`src/rtl/decode_pkg.sv`:
```
// Shared decode definitions: opcodes, instruction field positions, control-flag struct and encoders.
// Opcodes that are not listed here decode with all control flags clear.
package decode_pkg;

    localparam logic [6:0] OP_NOP = 7'h00;
    localparam logic [6:0] OP_ADD = 7'h01;
    localparam logic [6:0] OP_SUB = 7'h02;
    localparam logic [6:0] OP_MUL = 7'h03;
    localparam logic [6:0] OP_LDB = 7'h04;
    localparam logic [6:0] OP_LDW = 7'h05;
    localparam logic [6:0] OP_STB = 7'h06;
    localparam logic [6:0] OP_STW = 7'h07;
    localparam logic [6:0] OP_BEQ = 7'h08;
    localparam logic [6:0] OP_JMP = 7'h09;

    localparam int OPC_HI  = 31;
    localparam int OPC_LO  = 25;
    localparam int DST_HI  = 24;
    localparam int DST_LO  = 20;
    localparam int SRC1_HI = 19;
    localparam int SRC1_LO = 15;
    localparam int SRC2_HI = 14;
    localparam int SRC2_LO = 10;
    localparam int JMP_LO_HI = 14;

    typedef struct packed {
        logic mem_read;
        logic mem_write;
        logic mem_byte;
        logic reg_write;
        logic mem_to_reg;
    } ctrl_t;

    function automatic ctrl_t enc_ctrl(input logic [6:0] op);
        ctrl_t c;
        c = '0;
        case (op)
            OP_ADD, OP_SUB, OP_MUL: c.reg_write = 1'b1;
            OP_LDB: begin c.mem_read = 1'b1; c.mem_byte = 1'b1; end
            OP_LDW: c.mem_read = 1'b1;
            OP_STB: begin c.mem_write = 1'b1; c.mem_byte = 1'b1; end
            OP_STW: c.mem_write = 1'b1;
            default: c = '0;
        endcase
        return c;
    endfunction

    function automatic logic op_uses_rs2(input logic [6:0] op);
        return (op == OP_ADD) || (op == OP_SUB) || (op == OP_MUL) ||
               (op == OP_STB) || (op == OP_STW);
    endfunction

    function automatic logic op_known(input logic [6:0] op);
        return op <= OP_JMP;
    endfunction

endpackage

```
`src/rtl/decode_fields.sv`:
```
// Combinational field split, offset sign-extension and control-flag encoding; zero latency, no handshake.
// DECODE_ILLEGAL_TRAP_EN adds o_illegal for opcodes outside the known set.
module decode_fields
    import decode_pkg::*;
#(
    parameter int XLEN      = 32,
    parameter int MEM_OFF_W = 15,
    parameter int BRN_OFF_W = 15
) (
    input  logic [31:0]     i_instr,
    output logic [6:0]      o_opcode,
    output logic [4:0]      o_dst,
    output logic [4:0]      o_src1,
    output logic [4:0]      o_src2,
    output logic [XLEN-1:0] o_mem_offset,
    output logic [XLEN-1:0] o_brn_offset,
    output logic [19:0]     o_jmp_offset,
    output ctrl_t           o_ctrl,
    output logic            o_alu_imm_src
`ifdef DECODE_ILLEGAL_TRAP_EN
    ,
    output logic            o_illegal
`endif
);

    logic [MEM_OFF_W-1:0] w_mem_raw;
    logic [BRN_OFF_W-1:0] w_brn_raw;
    logic [XLEN-1:0]      w_brn_ext;

    assign o_opcode = i_instr[OPC_HI:OPC_LO];
    assign o_dst    = i_instr[DST_HI:DST_LO];
    assign o_src1   = i_instr[SRC1_HI:SRC1_LO];
    assign o_src2   = i_instr[SRC2_HI:SRC2_LO];

    // Branch offset borrows the dst field as its upper bits.
    assign w_mem_raw = i_instr[MEM_OFF_W-1:0];
    assign w_brn_raw = {i_instr[DST_HI:DST_LO], i_instr[BRN_OFF_W-6:0]};

    assign o_mem_offset = {{(XLEN-MEM_OFF_W){w_mem_raw[MEM_OFF_W-1]}}, w_mem_raw};
    assign w_brn_ext    = {{(XLEN-BRN_OFF_W){w_brn_raw[BRN_OFF_W-1]}}, w_brn_raw};
    assign o_brn_offset = w_brn_ext << 2;
    assign o_jmp_offset = {i_instr[DST_HI:DST_LO], i_instr[JMP_LO_HI:0]};

    assign o_ctrl        = enc_ctrl(o_opcode);
    assign o_alu_imm_src = o_ctrl.mem_read | o_ctrl.mem_write;

`ifdef DECODE_ILLEGAL_TRAP_EN
    assign o_illegal = !op_known(o_opcode);
`endif

endmodule

```
`src/rtl/decode_stage.sv`:
```
// ID pipeline register: 1-cycle decode, stalls fetch on backpressure, load-use and MUL result hazards; flush drops the held slot.
// DECODE_ILLEGAL_TRAP_EN adds id_illegal; illegal instructions never raise or match hazards.
module decode_stage
    import decode_pkg::*;
#(
    parameter int XLEN      = 32,
    parameter int MEM_OFF_W = 15,
    parameter int BRN_OFF_W = 15,
    parameter int MUL_LAT   = 3
) (
    input  logic            clk,
    input  logic            reset,
    input  logic            if_valid,
    input  logic [31:0]     if_instr,
    input  logic [XLEN-1:0] if_pc,
    output logic            if_ready,
    input  logic            flush,
    input  logic            ex_ready,
    output logic            id_valid,
    output logic [XLEN-1:0] id_pc,
    output logic [6:0]      id_opcode,
    output logic [4:0]      id_dst_reg,
    output logic [4:0]      id_src_reg_1,
    output logic [4:0]      id_src_reg_2,
    output logic [XLEN-1:0] id_mem_offset,
    output logic [XLEN-1:0] id_brn_offset,
    output logic [19:0]     id_jmp_offset,
    output logic            id_alu_imm_src,
    output logic            id_mem_read,
    output logic            id_mem_write,
    output logic            id_mem_byte,
    output logic            id_reg_write,
    output logic            id_mem_to_reg,
    output logic            hazard_stall
`ifdef DECODE_ILLEGAL_TRAP_EN
    ,
    output logic            id_illegal
`endif
);

    localparam int CNT_W = (MUL_LAT > 1) ? $clog2(MUL_LAT) : 1;
    localparam logic [CNT_W-1:0] CNT_ARM = CNT_W'(MUL_LAT - 1);

    logic [6:0]      w_opcode;
    logic [4:0]      w_dst, w_src1, w_src2;
    logic [XLEN-1:0] w_mem_off, w_brn_off;
    logic [19:0]     w_jmp_off;
    ctrl_t           w_ctrl;
    logic            w_alu_imm;
    logic            w_legal;

    logic            r_id_valid;
    logic [XLEN-1:0] r_id_pc;
    logic [6:0]      r_id_opcode;
    logic [4:0]      r_id_dst, r_id_src1, r_id_src2;
    logic [XLEN-1:0] r_id_mem_off, r_id_brn_off;
    logic [19:0]     r_id_jmp_off;
    ctrl_t           r_id_ctrl;
    logic            r_id_alu_imm;
    logic [CNT_W-1:0] r_mul_cnt;
    logic [4:0]      r_mul_dst;

    logic w_rs1_en, w_rs2_en, w_hit_ld, w_hit_mul, w_hazard;
    logic w_advance, w_load, w_mul_leave;

    decode_fields #(
        .XLEN      (XLEN),
        .MEM_OFF_W (MEM_OFF_W),
        .BRN_OFF_W (BRN_OFF_W)
    ) u_fields (
        .i_instr       (if_instr),
        .o_opcode      (w_opcode),
        .o_dst         (w_dst),
        .o_src1        (w_src1),
        .o_src2        (w_src2),
        .o_mem_offset  (w_mem_off),
        .o_brn_offset  (w_brn_off),
        .o_jmp_offset  (w_jmp_off),
        .o_ctrl        (w_ctrl),
        .o_alu_imm_src (w_alu_imm)
`ifdef DECODE_ILLEGAL_TRAP_EN
        ,
        .o_illegal     (w_illegal)
`endif
    );

`ifdef DECODE_ILLEGAL_TRAP_EN
    logic w_illegal;
    logic r_id_illegal;
    assign w_legal    = !w_illegal;
    assign id_illegal = r_id_illegal;
`else
    assign w_legal = 1'b1;
`endif

    // r0 is hardwired, so it can never carry a dependency.
    assign w_rs1_en  = w_legal && (w_src1 != 5'd0);
    assign w_rs2_en  = w_legal && op_uses_rs2(w_opcode) && (w_src2 != 5'd0);
    assign w_hit_ld  = (w_rs1_en && (w_src1 == r_id_dst)) || (w_rs2_en && (w_src2 == r_id_dst));
    assign w_hit_mul = (w_rs1_en && (w_src1 == r_mul_dst)) || (w_rs2_en && (w_src2 == r_mul_dst));
    assign w_hazard  = (r_id_valid && r_id_ctrl.mem_read && w_hit_ld) ||
                       ((r_mul_cnt != '0) && w_hit_mul);

    assign w_advance    = !r_id_valid || ex_ready;
    assign if_ready     = w_advance && !w_hazard && !flush;
    assign w_load       = if_valid && if_ready;
    assign hazard_stall = w_advance && w_hazard && if_valid;
    assign w_mul_leave  = r_id_valid && ex_ready && (r_id_opcode == OP_MUL);

    always_ff @(posedge clk or posedge reset) begin
        if (reset) begin
            r_id_valid   <= 1'b0;
            r_id_pc      <= '0;
            r_id_opcode  <= '0;
            r_id_dst     <= '0;
            r_id_src1    <= '0;
            r_id_src2    <= '0;
            r_id_mem_off <= '0;
            r_id_brn_off <= '0;
            r_id_jmp_off <= '0;
            r_id_ctrl    <= '0;
            r_id_alu_imm <= 1'b0;
`ifdef DECODE_ILLEGAL_TRAP_EN
            r_id_illegal <= 1'b0;
`endif
        end else if (flush) begin
            r_id_valid <= 1'b0;
        end else if (w_load) begin
            r_id_valid   <= 1'b1;
            r_id_pc      <= if_pc;
            r_id_opcode  <= w_opcode;
            r_id_dst     <= w_dst;
            r_id_src1    <= w_src1;
            r_id_src2    <= w_src2;
            r_id_mem_off <= w_mem_off;
            r_id_brn_off <= w_brn_off;
            r_id_jmp_off <= w_jmp_off;
            r_id_ctrl    <= w_ctrl;
            r_id_alu_imm <= w_alu_imm;
`ifdef DECODE_ILLEGAL_TRAP_EN
            r_id_illegal <= w_illegal;
`endif
        end else if (w_advance) begin
            r_id_valid <= 1'b0;
        end
    end

    // A flushed MUL has already been handed to execute, so it still arms the count.
    always_ff @(posedge clk or posedge reset) begin
        if (reset) begin
            r_mul_cnt <= '0;
            r_mul_dst <= '0;
        end else if (w_mul_leave) begin
            r_mul_cnt <= CNT_ARM;
            r_mul_dst <= r_id_dst;
        end else if (r_mul_cnt != '0) begin
            r_mul_cnt <= r_mul_cnt - 1'b1;
        end
    end

    assign id_valid       = r_id_valid;
    assign id_pc          = r_id_pc;
    assign id_opcode      = r_id_opcode;
    assign id_dst_reg     = r_id_dst;
    assign id_src_reg_1   = r_id_src1;
    assign id_src_reg_2   = r_id_src2;
    assign id_mem_offset  = r_id_mem_off;
    assign id_brn_offset  = r_id_brn_off;
    assign id_jmp_offset  = r_id_jmp_off;
    assign id_alu_imm_src = r_id_alu_imm;
    assign id_mem_read    = r_id_ctrl.mem_read;
    assign id_mem_write   = r_id_ctrl.mem_write;
    assign id_mem_byte    = r_id_ctrl.mem_byte;
    assign id_reg_write   = r_id_ctrl.reg_write;
    assign id_mem_to_reg  = r_id_ctrl.mem_to_reg;

    property p_hold_when_stalled;
        @(posedge clk) disable iff (reset)
            (r_id_valid && !ex_ready && !flush) |=>
                ($stable(r_id_valid) && $stable(r_id_pc) && $stable(r_id_opcode) &&
                 $stable(r_id_dst) && $stable(r_id_src1) && $stable(r_id_src2) &&
                 $stable(r_id_mem_off) && $stable(r_id_brn_off) && $stable(r_id_jmp_off) &&
                 $stable(r_id_ctrl) && $stable(r_id_alu_imm));
    endproperty
    a_hold_when_stalled: assert property (p_hold_when_stalled);

endmodule

```
`config.mk`:
```
export PLATFORM = sky130hd
export DESIGN_NAME = decode_stage
export DESIGN_NICKNAME = d
export VERILOG_FILES = /design/src/rtl/decode_pkg.sv /design/src/rtl/decode_fields.sv /design/src/rtl/decode_stage.sv
export SDC_FILE = /design/constraint.sdc
export NUM_CORES = 1
export LEC_CHECK = 0
export ABC_AREA = 1
export BUFFER_PORTS_ARGS = -buffer_cell sky130_fd_sc_hd__buf_2
export CORE_ASPECT_RATIO = 1.5
export CORE_UTILIZATION = 40
export CTS_CLUSTER_DIAMETER = 200
export DETAILED_ROUTE_END_ITERATION = 16
export PLACE_DENSITY = 0.71
export SLEW_MARGIN = 10
export SYNTH_ARGS = -nofsm -noshare
export SYNTH_HDL_FRONTEND = slang
export SYNTH_SLANG_ARGS = --single-unit
```
`constraint.sdc`:
```
create_clock -name clk -period 2.49 [get_ports clk]
set_clock_uncertainty 0.2 [all_clocks]
set_input_delay 0.249 -clock clk [delete_from_list [all_inputs] [get_ports clk]]
set_output_delay 0.249 -clock clk [all_outputs]
set_load 0.05 [all_outputs]
```
==> Word level (Yosys, flattened, before mapping) <==
Cells that the tools add are included.
{ "classes": {"eq_ne": 12, "bitwise_logic": 2, "addsub": 1, "reduce_logical": 36, "mux": 9} }
{ "ops": {"columns": ["operator", "count"], "rows": [
  ["7-bit by 3-bit equality test with 1-bit output, second input constant", 4],
  ["7-bit by 2-bit equality test with 1-bit output, second input constant", 3],
  ["5-bit equality test", 4],
  ["1-bit logical AND", 15],
  ["5-bit nonzero test", 2],
  ["1-bit logical OR", 8],
  ["7-bit by 1-bit equality test with 1-bit output, second input constant", 1],
  ["1-bit two-way mux", 7],
  ["2-bit OR reduction", 3],
  ["2-bit two-way mux", 2],
  ["2-bit nonzero test", 2],
  ["1-bit zero test", 3],
  ["3-bit nonzero test", 1],
  ["3-bit OR reduction", 1],
  ["2-bit AND reduction", 1],
  ["2-bit by 1-bit subtractor with 2-bit output, second input constant", 1],
  ["1-bit NOT", 1],
  ["1-bit bitwise OR", 1]
]} }
{ "totals": {"word_cells": 76, "inputBits": 69, "reg_bits": 117, "out_inout_bits": 147} }

==> Depth between registers and ports, before layout <==
{ "depth": {"ltp_word": 16, "ltp_mapped": 14, "mapped_depth_nobuf": 13} }

==> Cells and area by module <==
From an unflattened synthesis, not the netlist that was laid out.
{ "hier_totals": {"cells_unflattened": 877, "area_unflattened_um2": 7349.5} }
{ "by_module_without_submodules": {"columns": ["module", "cells_per_inst", "seq_area_each_um2", "instances", "area_per_inst_um2"], "rows": [
  ["decode_stage", 755, 3803.6, 1, 6480.0],
  ["decode_fields", 122, 0.0, 1, 869.6]
]} }

==> Least setup slack after synthesis <==
OpenSTA, ideal clock, no wires.
{ "synth_timing": {"path_type": "reg2out", "start": "reg r_id_dst[4], in the netlist id_dst_reg[4]", "end": "out hazard_stall", "arrival_time_ns": 2.277, "required_time_ns": 2.041, "setup_slack_ns": -0.236, "path_stages_with_launch": 11, "n_path_buf": 0, "path_cell_list": "dfrtp_1 -> inv_1 -> nand2_1 -> nand3_1 -> nor2_1 -> nand2_1 -> nand2_1 -> nand2_2 -> nand2_4 -> nand2_1 -> nor2_1"} }
{ "synth_via": {"elab_chain_cells": 7} }
{ "synth_lines": {"columns": ["element", "line", "rtl"], "rows": [
  ["from (decl)", "decode_stage.sv:55", "logic [4:0] r_id_dst, r_id_src1, r_id_src2;"],
  ["from (signal assigned)", "decode_stage.sv:132", "r_id_dst <= w_dst;"],
  ["5-bit equality test", "decode_stage.sv:99", "assign w_hit_ld = (w_rs1_en && (w_src1 == r_id_dst)) || (w_rs2_en && (w_src2 == r_id_dst));"],
  ["1-bit logical AND", "decode_stage.sv:99", null],
  ["1-bit logical OR *", "decode_stage.sv:99", null],
  ["1-bit logical AND *", "decode_stage.sv:101", "assign w_hazard = (r_id_valid && r_id_ctrl.mem_read && w_hit_ld) ||"],
  ["1-bit logical OR *", "decode_stage.sv:101", null],
  ["1-bit logical AND * (2 in a row)", "decode_stage.sv:107", "assign hazard_stall = w_advance && w_hazard && if_valid;"],
  ["to (decl)", "decode_stage.sv:34", "output logic hazard_stall"]
]} }
Mark *: on every way between the ends. The rest lies on a longest branch, timed or not.

==> Worst setup path after layout <==
{ "layout_timing": {"start": "reg r_id_dst[1], in the netlist id_dst_reg[1]", "end": "out if_ready"} }
{ "layout_via": {"elab_chain_cells": 8} }
{ "layout_lines": {"columns": ["element", "line", "rtl"], "rows": [
  ["5-bit equality test", "decode_stage.sv:99", null],
  ["1-bit logical AND", "decode_stage.sv:99", null],
  ["1-bit logical OR *", "decode_stage.sv:99", null],
  ["1-bit logical AND *", "decode_stage.sv:101", null],
  ["1-bit logical OR *", "decode_stage.sv:101", null],
  ["1-bit zero test *", "decode_stage.sv:105", "assign if_ready = w_advance && !w_hazard && !flush;"],
  ["1-bit logical AND * (2 in a row)", "decode_stage.sv:105", null],
  ["to (decl)", "decode_stage.sv:16", "output logic if_ready,"]
]} }
Marked as above.

==> out/results.tsv <==
stage	metric	value	unit
run_status	status	finished, final reports clean	
global_routing	grt_pass1_vias	3914	
routing	drtAntennaViolNets	0	
synth	synth_ff_type	dfrtp_1	
synth	yosysMostFrequentCell	nand2_1	
power_and_ir_drop	pwr_density_cell	959	nW/um^2
sta	min_period	2.36	ns
routing	avgViaCountPerCell	4.75	
critical_path	r2r-start	id_dst_reg[1]$_DFFE_PP0P_	
sta	final_hold_viol_count	0	
clock_network	cts_max_level	3	
routing	first_pass_iters	4	
synth	netlist_area	4250	um^2
finish	layout.nets	789	
place	globalplace.congestion	0.808	
critical_path	critPathArrivalTime	1.91	ns
routing	drt-initial-drc-count	242	
sta	max_freq	424	MHz
finish	syn_to_final_growth	37.3	%
synth	ys_top_cells_by_count	nand2_1 (185), dfrtp_1 (77), buf_4 (75)	
die	rows	45	
finish	layout-drive-gt1-share	35.6	%
synth	yosysUniqueCellTypes	27	
power_and_ir_drop	ir_drop	483	uV
min_path	hp-start	if_instr[14]	
power_and_ir_drop	power.switching	2.52	mW
clock_network	post-cts-setup-buffers	0	
place	place_area	4890	um^2
synth	synth.area.top_cells	dfrtp_1 (45%), nand2_1 (16%), buf_4 (13%)	
synth	synth_top_area_share	45.4	%
critical_path	required	2.04	ns
sta	finalSetupTns	0	ns
finish	final_core_util	56.9	%
finish	stdcell_area	5830	um^2
die	initial_core_util	41.5	%
power_and_ir_drop	p_leak	3.32	nW
die	die_area	11000	um^2
global_routing	grt_overflow_total	0	
min_path	hp-class	primary input to flip-flop	
place	hpwl	7770	um
sta	fin_crit_sh	94.6	%
synth	synth_edf_count	0	
critical_path	endpoint_kind	output port	
power_and_ir_drop	p_int	3.07	mW
finish	diodes	0	
flow_run	drv_cap	0	
routing	wl_per_cell	13.5	um
die	ios	216	
power_and_ir_drop	p_sw_share	45.2	%
routing	drt_wl_total	11600	um
clock_network	clk_path_buf_depth	2	
critical_path	cp_max_fo	11	
min_path	holdPathStages	3	
power_and_ir_drop	power_frac_seq	29.1	%
global_routing	grt_antenna_before_repair	0	
global_routing	grt_usage	21.6	%
clock_network	clock_latency	0.33	ns
clock_network	cts.clk_slew.worst_paths	0.06	ns
synth	syn_avg_cell_area	8.09	um^2
die	core	10200	um^2
clock_network	root_buffer	clkbuf_16	
synth	yosysSeqAreaShare	45.4	%
global_routing	grt_pass1_wl	18400	um
min_path	min_to	id_jmp_offset[14]$_DFFE_PP0P_	
finish	largest_register_ffs	32	
die	fp.dieW	86.1	um
sta	hold-worst-slack	0.0123	ns
global_routing	grt_max_degree	78	
clock_network	cts_inserted_buffers	9	
sta	setup_viol	0	
power_and_ir_drop	p_comb_share	43.2	%
synth	yosysTopAreaCell	dfrtp_1	
die	die_h	128	um
place	io_buffers	212	
routing	drc	0	
critical_path	crit_type	flip-flop to output port	
critical_path	rr_worst_depth	12	
synth	ys_warn_count	0	
critical_path	start_kind	flip-flop	
synth	ys_async_sr_fraction	100	%
synth	synthCells	525	
routing	dr_total_vias	4101	
sta	drv_slew	0	
clock_network	cts_tree	done	
synth	synth_seq_cells	77	
critical_path	rr_endpoint	id_mem_offset[6]$_DFFE_PP0P_	
sta	rsz0062_at_grt	false	
critical_path	reg2reg_setup_slack	0.35	ns
power_and_ir_drop	clkPwrFrac	27.7	%
clock_network	clkSinkCount	77	
==> final cells by class <==
type / instances / area [um^2]
Sequential cell: 77 / 1930
Clock buffer: 9 / 225
Multi-Input combinational cell: 321 / 1500
Tap cell: 141 / 176
Fill cell: 949 / 4420
Inverter: 31 / 120
Clock inverter: 5 / 125
Timing Repair Buffer: 279 / 1750
==> what timing repair did <==
| action | in CTS | in global routing |
|---|---|---|
| hold endpoints to repair | 134 | 0 |
| resized for setup | 0 | 6 |
| hold buffers | 58 | 0 |
| setup endpoints to repair | 0 | 2 |
==> cell usage in the layout, fill, tap and decap left out <==
master | netlist | final
clkinvlp_4 | 0 | 1
o211ai_1 | 1 | 1
ha_1 | 1 | 1
clkbuf_16 | 0 | 9
nor3b_1 | 1 | 1
dfrtp_1 | 77 | 73
buf_4 | 75 | 7
or2_1 | 1 | 1
conb_1 | 1 | 3
nand2_2 | 2 | 2
nor2_8 | 1 | 1
nand3_1 | 68 | 68
nand4_1 | 2 | 2
xor2_1 | 5 | 5
inv_1 | 31 | 30
dlygate4sd3_1 | 0 | 58
dfrtp_2 | 0 | 4
clkbuf_4 | 0 | 1
nor3_1 | 1 | 1
bufinv_16 | 0 | 4
buf_2 | 8 | 210
nor3_2 | 1 | 1
nand2_1 | 185 | 185
xnor2_1 | 5 | 5
o21ai_0 | 9 | 9
a21oi_1 | 1 | 1
nand4_4 | 1 | 1
buf_12 | 0 | 3
nor2_1 | 21 | 21
nand3_2 | 10 | 10
clkinv_2 | 0 | 1
nand2_4 | 2 | 2
==> worst max-delay path: stages (launching register included) <==
cell and delay [ns]:
dfrtp_2 0.48, o21ai_0 0.18, inv_1 0.05, nand2_1 0.07, nor2_1 0.05, nand2_1 0.06
nand2_1 0.06, nand2_2 0.11, nand2_4 0.08, nor2_8 0.17, clkbuf_4 0.27
==> power by group through the flow <==
stage | registers [mW] | logic, mW | clock network [mW]
2_1_floorplan | 2.27 | 1.44 | 0
3_3_place_gp | 1.63 | 2.32 | 0
3_5_place_dp | 1.64 | 2.34 | 0
4_1_cts | 1.63 | 2.41 | 1.58
5_1_grt | 1.66 | 2.54 | 1.64
6_report | 1.63 | 2.41 | 1.55
==> per-layer routing <==
layer	vias up	GRT usage (%)	routed length, um
met5	-	0	0
met4	0	11.4	372
met3	32	4.51	732
met2	197	38.8	6000
met1	1929	23.4	4520
li1	1943	-	-
==> worst max-delay path by stage <==
stage                     cells after the start                 startpoint           end  slack, ns
after global placement                       13               if_instr[31]  hazard_stall       0.37
final                                        10  id_dst_reg[1]$_DFFE_PP0P_      if_ready       0.13
after floorplan                              12  id_dst_reg[0]$_DFFE_PP0P_  hazard_stall      -0.09
after global routing                         13  id_dst_reg[0]$_DFFE_PP0P_  hazard_stall      0.003
after detailed placement                     13               if_instr[31]  hazard_stall       0.30
after CTS                                    13  id_dst_reg[0]$_DFFE_PP0P_  hazard_stall       0.05
==> per-stage QoR <==
step           total power [mW]  cells  setup slack, ns
3_3_place_gp               3.95    791            0.366
2_1_floorplan              3.70    527          -0.0891
5_1_grt                    5.84    863          0.00274
4_1_cts                    5.62    863           0.0481
6_report                   5.59    863            0.134
3_5_place_dp               3.99    791            0.300
==> kinds of logic (layout without fill, tap and decap cells) <==
kind of cell | after synthesis | after routing | share of synthesized area (%)
AO/OA/AOI/OAI | 11 | 11 | 1.35
XOR/XNOR | 10 | 10 | 2.06
adder cells (fa/ha/maj) | 1 | 1 | 0.295
buffers and inverters | 129 | 324 | 19.5
flip-flops | 77 | 77 | 45.4
other | 1 | 3 | 0.0883
AND/OR/NAND/NOR | 296 | 296 | 31.3
Power figures use the tool's default switching activity.
